File: src/rtl/dmem_arbiter.sv
// dmem_arbiter: shares one single-ported data memory between the CPU
// load/store stage (port 0) and a DMA/debug loader (port 1).
// CPU has priority; a starvation counter forces a DMA win after
// STARVE_LIMIT consecutive lost cycles. Misaligned accesses get an error
// response and never touch memory. Response latency is one cycle.

// Per-port registered response: rvalid pulse, err flag and read data.
module dmem_arb_port #(
    parameter int DATA_W = 32
) (
    input  logic              clock,
    input  logic              reset_n,
    input  logic              win_i,      // this port won arbitration this cycle
    input  logic              ok_i,       // winner's access is aligned
    input  logic              we_i,       // this port's request is a write
    input  logic [DATA_W-1:0] mem_out_i,  // combinational memory read data
    output logic [DATA_W-1:0] rdata_o,
    output logic              rvalid_o,
    output logic              err_o
);

    logic [DATA_W-1:0] rdata_q, rdata_d;
    logic              rvalid_q;
    logic              err_q;

    // Writes and rejected accesses return zero data; rdata holds when not won.
    always_comb begin
        rdata_d = rdata_q;
        if (win_i) rdata_d = (ok_i && !we_i) ? mem_out_i : '0;
    end

    // Response registers: one-cycle rvalid pulse per accepted request.
    always_ff @(posedge clock or negedge reset_n) begin
        if (!reset_n) begin
            rdata_q  <= '0;
            rvalid_q <= 1'b0;
            err_q    <= 1'b0;
        end else begin
            rdata_q  <= rdata_d;
            rvalid_q <= win_i;
            err_q    <= win_i & ~ok_i;
        end
    end

    assign rdata_o  = rdata_q;
    assign rvalid_o = rvalid_q;
    assign err_o    = err_q;

endmodule

// Top-level arbiter.
module dmem_arbiter #(
    parameter int ADDR_W       = 32,
    parameter int DATA_W       = 32,
    parameter int STARVE_LIMIT = 4,   // 1..15
    parameter int CHECK_ALIGN  = 1
) (
    input  logic              clock,
    input  logic              reset_n,
    // port 0: CPU
    input  logic              cpu_req,
    input  logic              cpu_we,
    input  logic [ADDR_W-1:0] cpu_addr,
    input  logic [DATA_W-1:0] cpu_wdata,
    output logic              cpu_gnt,
    output logic [DATA_W-1:0] cpu_rdata,
    output logic              cpu_rvalid,
    output logic              cpu_err,
    // port 1: DMA / debug loader
    input  logic              dma_req,
    input  logic              dma_we,
    input  logic [ADDR_W-1:0] dma_addr,
    input  logic [DATA_W-1:0] dma_wdata,
    output logic              dma_gnt,
    output logic [DATA_W-1:0] dma_rdata,
    output logic              dma_rvalid,
    output logic              dma_err,
    // memory side
    output logic [ADDR_W-1:0] mem_address,
    output logic [DATA_W-1:0] mem_write_data,
    output logic              mem_write_enable,
    output logic              mem_read_enable,
    input  logic [DATA_W-1:0] mem_out
);

    localparam int         NUM_PORTS = 2;
    localparam logic [3:0] LIMIT     = 4'(STARVE_LIMIT);

    // Ports gathered into packed arrays so the datapath is indexed by winner.
    logic [NUM_PORTS-1:0]             req, we, gnt;
    logic [NUM_PORTS-1:0][ADDR_W-1:0] addr;
    logic [NUM_PORTS-1:0][DATA_W-1:0] wdata;
    logic [NUM_PORTS-1:0][DATA_W-1:0] rdata;
    logic [NUM_PORTS-1:0]             rvalid, err;

    assign req   = {dma_req,   cpu_req};
    assign we    = {dma_we,    cpu_we};
    assign addr  = {dma_addr,  cpu_addr};
    assign wdata = {dma_wdata, cpu_wdata};

    logic [3:0]        starve_q, starve_d;
    logic              sel;        // winning port index
    logic              any_win;
    logic              aligned;
    logic              act;        // winner is allowed to touch memory
    logic [ADDR_W-1:0] win_addr;

    // Arbitration: CPU first unless DMA has lost STARVE_LIMIT cycles in a row.
    // Grants are held low during reset so nothing reaches memory.
    always_comb begin
        gnt = '0;
        if (reset_n) begin
            if (req[0] && req[1]) gnt = (starve_q == LIMIT) ? 2'b10 : 2'b01;
            else                  gnt = req;
        end
    end

    assign sel      = gnt[1];
    assign any_win  = |gnt;
    assign win_addr = addr[sel];
    assign aligned  = (CHECK_ALIGN == 0) || (win_addr[1:0] == 2'b00);
    assign act      = any_win && aligned;

    // Memory drive: idle or rejected accesses present all-zero signals.
    always_comb begin
        mem_address      = '0;
        mem_write_data   = '0;
        mem_write_enable = 1'b0;
        mem_read_enable  = 1'b0;
        if (act) begin
            mem_address      = win_addr;
            mem_write_data   = wdata[sel];
            mem_write_enable = we[sel];
            mem_read_enable  = ~we[sel];
        end
    end

    // Starvation count: counts DMA's consecutive losses, saturating at the limit.
    always_comb begin
        starve_d = starve_q;
        if (!dma_req || gnt[1]) starve_d = '0;
        else if (starve_q != LIMIT) starve_d = starve_q + 4'd1;
    end

    // Starvation counter register.
    always_ff @(posedge clock or negedge reset_n) begin
        if (!reset_n) starve_q <= '0;
        else          starve_q <= starve_d;
    end

    // One response slice per port; all share the memory read data.
    for (genvar g = 0; g < NUM_PORTS; g++) begin : g_port
        dmem_arb_port #(.DATA_W(DATA_W)) u_port (
            .clock     (clock),
            .reset_n   (reset_n),
            .win_i     (gnt[g]),
            .ok_i      (aligned),
            .we_i      (we[g]),
            .mem_out_i (mem_out),
            .rdata_o   (rdata[g]),
            .rvalid_o  (rvalid[g]),
            .err_o     (err[g])
        );
    end

    assign cpu_gnt    = gnt[0];
    assign dma_gnt    = gnt[1];
    assign cpu_rdata  = rdata[0];
    assign dma_rdata  = rdata[1];
    assign cpu_rvalid = rvalid[0];
    assign dma_rvalid = rvalid[1];
    assign cpu_err    = err[0];
    assign dma_err    = err[1];

endmodule

File: config.mk
export PLATFORM = sky130hd
export DESIGN_NAME = dmem_arbiter
export DESIGN_NICKNAME = d
export VERILOG_FILES = /design/src/rtl/dmem_arbiter.sv
export SDC_FILE = /design/constraint.sdc
export NUM_CORES = 1
export LEC_CHECK = 0
export ABC_CLOCK_PERIOD_IN_PS = 2600
export CAP_MARGIN = 0
export CORE_UTILIZATION = 38
export CTS_CLUSTER_DIAMETER = 60
export CTS_CLUSTER_SIZE = 30
export DETAILED_ROUTE_END_ITERATION = 8
export GPL_TIMING_DRIVEN = 0
export PLACE_DENSITY = 0.86
export SYNTH_ARGS = -nofsm -noshare
export SYNTH_HDL_FRONTEND = slang
export SYNTH_HIERARCHICAL = 1
export SYNTH_SLANG_ARGS = --single-unit
File: constraint.sdc
create_clock -name clock -period 2.6 [get_ports clock]
set_input_delay 0.26 -clock clock [delete_from_list [all_inputs] [get_ports clock]]
set_output_delay 0.26 -clock clock [all_outputs]
set_load 0.03 [all_outputs]
==> impl_metrics.tcl, run 1 <==
set metrics [dict create \
    clk_pin_slew_ns 0.06 \
    fin_hold_ws_ns 0.0217 \
    wl_per_cell_um 17.9 \
    worstReg2RegStart "starve_q[0]" \
    cts_tree "built" \
    rows 41 \
    core_area_sq_um 12700 \
    timing.final.crit_share_pct 95.9 \
    pwr_density_cell_nw_per_um2 424 \
    start_util_pct 39.2 \
    synth_edf_count 0 \
    synth.avg_cell_area_sq_um 9.07 \
    num-fill-cells 1016 \
    hold_class "in -> async" \
    worstSetupPathType "in -> out" \
    p_total_mw 3.53 \
    synthesis.area_sq_um 4960 \
    ant_nets 0 \
    ys_types 31 \
    root_buffer "clkbuf_16" \
    wirelength_mm 18.6 \
    multiInputGateArea_sq_um 2540 \
    max_cap_viol_count 0 \
    drt_iter0_drc 409 \
    fin_crit_ns 2.49 \
    hold_violations 0 \
    synthCells 547 \
    r2r_slack_ns 0.25 \
    antenna_found_initial 1 \
    num-nets-final 1031 \
    post-cts-setup-buffers 0 \
    numPlacedInstances 1020 \
    crit_required_ns 2.34 \
    seq_area_sq_um 1800 \
    grt_pass1_vias 5304 \
    async_flop_share_pct 100 \
    gp_congestion 0.876 \
    dieWidth_um 116 \
    portBuffers 299 \
    drive_gt1_share_pct 21.0 \
    yosys-top-cells-area "dfrtp_1 (36%), o22ai_2 (15%), mux2i_1 (13%), nand3_1 (13%), inv_1 (5.1%)" \
    vias 5284 \
    ir_drop_uv 295 \
    final_max_slew_viol_count 0 \
    via_per_inst 5.08 \
    area_delta_synth_final_pct 68.1 \
    num_io_pins 302 \
    drtPass1Iterations 5 \
    p_leak_nw 3.77 \
    endpoint_kind "output pin" \
    clock_path_buffers 2 \
    grt_pass1_wl_mm 28.1 \
    rsz0062_at_grt "no" \
    hpwlAfterDp_mm 14.3 \
    setup_viol 0 \
    yosysTopAreaCellShare_pct 36.3 \
    die_area_sq_um 13500 \
    cts.sinks 72 \
    start_kind "input port" \
    die_y_um 116 \
    yosys_warnings 6 \
    cts_buffers 9 \
    instances_no_fill 1040 \
    crit_fanout 10 \
    grt_max_degree 44 \
    place_area_sq_um 8200 \
    overflow 0 \
    clk_latency_ns 0.33 \
    ys.flop_type "dfrtp_1" \
    seq_area_frac_synth_pct 36.3 \
    yosys_register_bits 72 \
    fmax_mhz 401 \
    cp-startpoint "dma_req" \
    h-tree-depth 3 \
    final_area_sq_um 8340 \
    finalSetupTns_ns 0 \
    skew_ns 0.0107 \
    drc_errors 0 \
    crit_arrival_ns 2.23 \
    grt_usage_pct 27.4 \
    status "complete, no violations" \
    synth.largest_area_cell "dfrtp_1" \
]
[state kept, by name, indices dropped and copies added (netlist names)]
name and count:
g_port.u_port/err_o 2, g_port.u_port/rdata_o 64, starve_q 4, g_port.u_port/rvalid_o 2
[per-layer routing]
layer / track usage [%] / part of all wire, % / vias up
li1: - / - / 2513
met1: 31.3 / 39 / 2486
met2: 46.9 / 49 / 238
met3: 6.64 / 7.5 / 47
met4: 15.5 / 4.9 / 0
met5: 0 / 0 / -
[through the flow]
stage          util [%]  setup slack [ns]
6_report           65.8             0.106
5_1_grt            65.8           0.00305
4_1_cts            66.2           0.00144
3_5_place_dp       64.7            -0.533
3_3_place_gp       64.5             -2.94
2_1_floorplan         -             0.446
[final cells by class]
type                            instances  share of cell area [%]
Clock buffer                           12                    2.95
Multi-Input combinational cell        351                    30.5
Tap cell                              172                    2.58
Inverter                               67                    3.01
Sequential cell                        72                    21.6
Timing Repair Buffer                  305                    34.1
Antenna cell                            1                  0.0300
Clock inverter                          3                   0.510
Buffer                                 57                    4.72
[worst paths after layout]
kind                                                end  cells after the start
setup reg to reg           g_port[1].u_port/rdata_o[15]                      9
hold reg to reg            g_port[1].u_port/rdata_o[27]                      2
setup / recovery                        mem_address[27]                      7
min in group clock            g_port[0].u_port/rvalid_o                      4
hold / removal             g_port[0].u_port/rdata_o[14]                      3
max in group asynchronous  g_port[1].u_port/rdata_o[28]                      4
[cell usage after synthesis, types with 2 or more instances]
master and instances:
buf_2 13, buf_4 8, buf_6 15, clkbuf_1 22
dfrtp_1 72, ha_1 2, inv_1 67, mux2i_1 64
nand2_1 66, nand2b_4 2, nand3_1 127, nand3b_1 3
nor2_1 2, nor2b_1 3, nor3_1 2, o21a_1 2
o22ai_1 4, o22ai_2 60
[logic make-up after synthesis]
kind of cell	count (synthesis)	share of synthesized area [%]
flops	72	36.3
compound gates	71	16.6
buf+inv	125	12.7
simple gates	210	20.5
other cells	1	0.0756
fa+ha+maj	2	0.504
mux	65	13.1
xor+xnor	1	0.176
[cell usage in the layout, fill, tap and decap left out, drive strengths merged, types with 2 or more instances in the layout]
cell and n:
buf 80, clkbuf 44, clkdlybuf4s15 4, clkdlybuf4s50 232, conb 2, dfrtp 72, dlygate4sd2 13, ha 2
inv 67, mux2i 64, nand2 66, nand2b 3, nand3 127, nand3b 4, nor2 2, nor2b 3
nor3 2, o21a 2, o22ai 64
[critical path, stage by stage]
cell,delay [ns]
clkdlybuf4s50_1,0.60
o21a_1,0.19
buf_2,0.22
buf_2,0.25
nand3_1,0.12
mux2i_1,0.16
dlygate4sd2_1,0.44
[report_power, final]
| group | leakage [nW] | internal (mW) | switching, mW |
|---|---|---|---|
| Combinational | 2.64 | 0.529 | 0.569 |
| Clock | 0.139 | 0.762 | 0.449 |
| Sequential | 0.985 | 1.19 | 0.0383 |
| Total | 3.77 | 2.48 | 1.06 |
[timing repair]
action | 4_1_cts | 5_1_grt
hold buffers | 4 | 0
endpoints found under the setup margin | 66 | 63
hold endpoints to repair | 29 | 0
cloned | 0 | 1
gates resized for setup | 236 | 39
Power figures use the tool's default switching activity.
==> run 2: changes to the inputs <==
CELL_PAD_IN_SITES_DETAIL_PLACEMENT = 0   (was not set)
CELL_PAD_IN_SITES_GLOBAL_PLACEMENT = 1   (was not set)
CORE_UTILIZATION = 27   (was 38)
PLACE_DENSITY = 0.87   (was 0.86)
==> run 2 against run 1 <==
Against the previous run: global-route usage shrank 7.7 points; clock skew shrank 0.0029 ns; sequential share of layout area down 0.33 points; clock-buffer cell count decreased by 1; utilization is 19 points lower; routed wire length rose by 1.6%; largest cell class unchanged; die area up 40%; critical path depth stayed put; power is 6.4% higher; combinational power barely moved; clock power grew 19%.
==> impl_metrics.tcl, run 2 (same netlist as run 1, synthesis figures left out) <==
set metrics [dict create \
    clk_pin_slew_ns 0.06 \
    ir_drop_uv 389 \
    skew_ns 0.00773 \
    antenna_found_initial 0 \
    drtPass1Iterations 4 \
    r2r-end "g_port[1].u_port/rdata_o[6]" \
    pwr_density_cell_nw_per_um2 444 \
    hold_class "in -> async" \
    dieWidth_um 138 \
    wl_met3_mm 1.54 \
    gp_congestion 0.870 \
    num_io_pins 302 \
    timing.final.crit_share_pct 95.5 \
    wirelength_mm 18.9 \
    final_area_sq_um 8470 \
    die_y_um 138 \
    drive_gt1_share_pct 21.9 \
    fin_crit_ns 2.48 \
    tightestPinTransition_ns 0.539 \
    final_common_cell "clkdlybuf4s50_1" \
    final_max_slew_viol_count 0 \
    instances_no_fill 1095 \
    area_delta_synth_final_pct 70.7 \
    wl_met1_mm 7.37 \
    drt_iter0_drc 142 \
    slowest_delay_ns 0.41 \
    clock_path_buffers 2 \
    r2r_slack_ns 0.22 \
    place_area_sq_um 8270 \
    n_antenna_cell 0 \
    rows 49 \
    die_area_sq_um 18900 \
    numPlacedInstances 1077 \
    num-nets-final 1029 \
    relSlewSlack_pct 64.1 \
    critical_path_buf_inv_count 3 \
    layout_setup_ws_ns 0.117 \
    mostFrequentLayoutCells "clkdlybuf4s50_1 (232), nand3_1 (127), dfrtp_1 (72), inv_1 (67), nand2_1 (66)" \
    p_total_mw 3.76 \
    crit_arrival_ns 2.22 \
    grt_pass1_wl_mm 28.3 \
    clk_latency_ns 0.33 \
    post-cts-setup-buffers 0 \
    crit_chain "inv_1, ha_1, nand3b_4, a21o_1, buf_4, mux2i_1, dlygate4sd2_1" \
    path_depth 7 \
    ant_nets 0 \
    overflow 0 \
    cts_buffers 9 \
    post-route-util_pct 47.2 \
    largest_reg_flops 64 \
    cts_tree "built" \
    grt_usage_pct 19.7 \
    vias 5169 \
    max_cap_viol_count 0 \
    cp_top_family "buffers and inverters" \
    cp_slowest_cell "dlygate4sd2_1" \
    worstReg2RegStart "starve_q[0]" \
    fmax_mhz 403 \
    worstSetupPathType "reg -> out" \
    drc_errors 0 \
    grt_pass1_vias 5262 \
    cts.sinks 72 \
    endpoint_kind "output pin" \
    setup_viol 0 \
    fin_hold_ws_ns 0.0726 \
    hpwlAfterDp_mm 14.5 \
    portBuffers 299 \
    hold_violations 0 \
    crit_required_ns 2.34 \
    highest_layer "met4" \
    status "complete, no violations" \
    grt_max_degree 67 \
    root_buffer "clkbuf_16" \
    start_kind "register" \
    via_per_inst 4.72 \
    core_area_sq_um 18000 \
    met2_length_mm 9.61 \
    finalSetupTns_ns 0 \
    dpl_worst_slack_ns -0.534 \
    crit_fanout 10 \
    rr_worst_depth 9 \
    h-tree-depth 3 \
    wl_per_cell_um 17.3 \
    start_util_pct 27.6 \
    p_leak_nw 3.72 \
]
## run 2: cell count changes in the layout (fill, tap and decap cells not counted), sizes merged
cell,previous run,this run
buf,80,75
bufinv,1,3
clkbuf,44,50
clkdlybuf4s15,4,7
clkinv,1,2
clkinvlp,1,0
diode,1,0
dlygate4sd2,13,6
## run 2: cell type report
type                       count  area [sq um]
clock inverter                 5           104
buffer                        57           392
inverter                      67           251
tap                          229           287
fill                        1769          9490
timing repair buffer         303          2820
clock buffer                  11           243
sequential                    72          1800
multi-input combinational    351          2580
## run 2: worst max-delay path by stage
stage | startpoint | endpoint | slack, ns
floorplan | starve_q[0] | g_port[0].u_port/rdata_o[10] | 0.45
global placement | reset_n | mem_address[9] | -3.14
detailed placement | dma_req | mem_address[9] | -0.53
CTS | starve_q[0] | mem_write_data[22] | -0.15
global route | dma_req | mem_write_data[12] | -0.0008
finish | starve_q[0] | mem_write_data[5] | 0.12
## run 2: tightest hold or removal path: cells and delay by family
family | cells | cell delay (ns)
buffers and inverters | 3 | 0.53
## run 2: report_power, final
| group | switching (mW) | leakage [nW] | internal [mW] | total (mW) |
|---|---|---|---|---|
| registers | 0.0389 | 0.985 | 1.19 | 1.23 |
| clock network | 0.477 | 0.170 | 0.964 | 1.44 |
| logic | 0.566 | 2.57 | 0.526 | 1.09 |
| total | 1.08 | 3.72 | 2.68 | 3.76 |
## run 2: routing by layer
metal  GRT usage [%]  vias to the layer above
met1            22.7                     2439
met4            6.53                        0
met2            35.2                      201
met3            5.00                       17
li1                -                     2512
met5               0                        -
## run 2: what timing repair did
action,CTS,global route
hold buffers,2,0
hold endpoints to repair,6,0
gates cloned,0,1
endpoints found under the setup margin,66,65
gates resized for setup,246,52
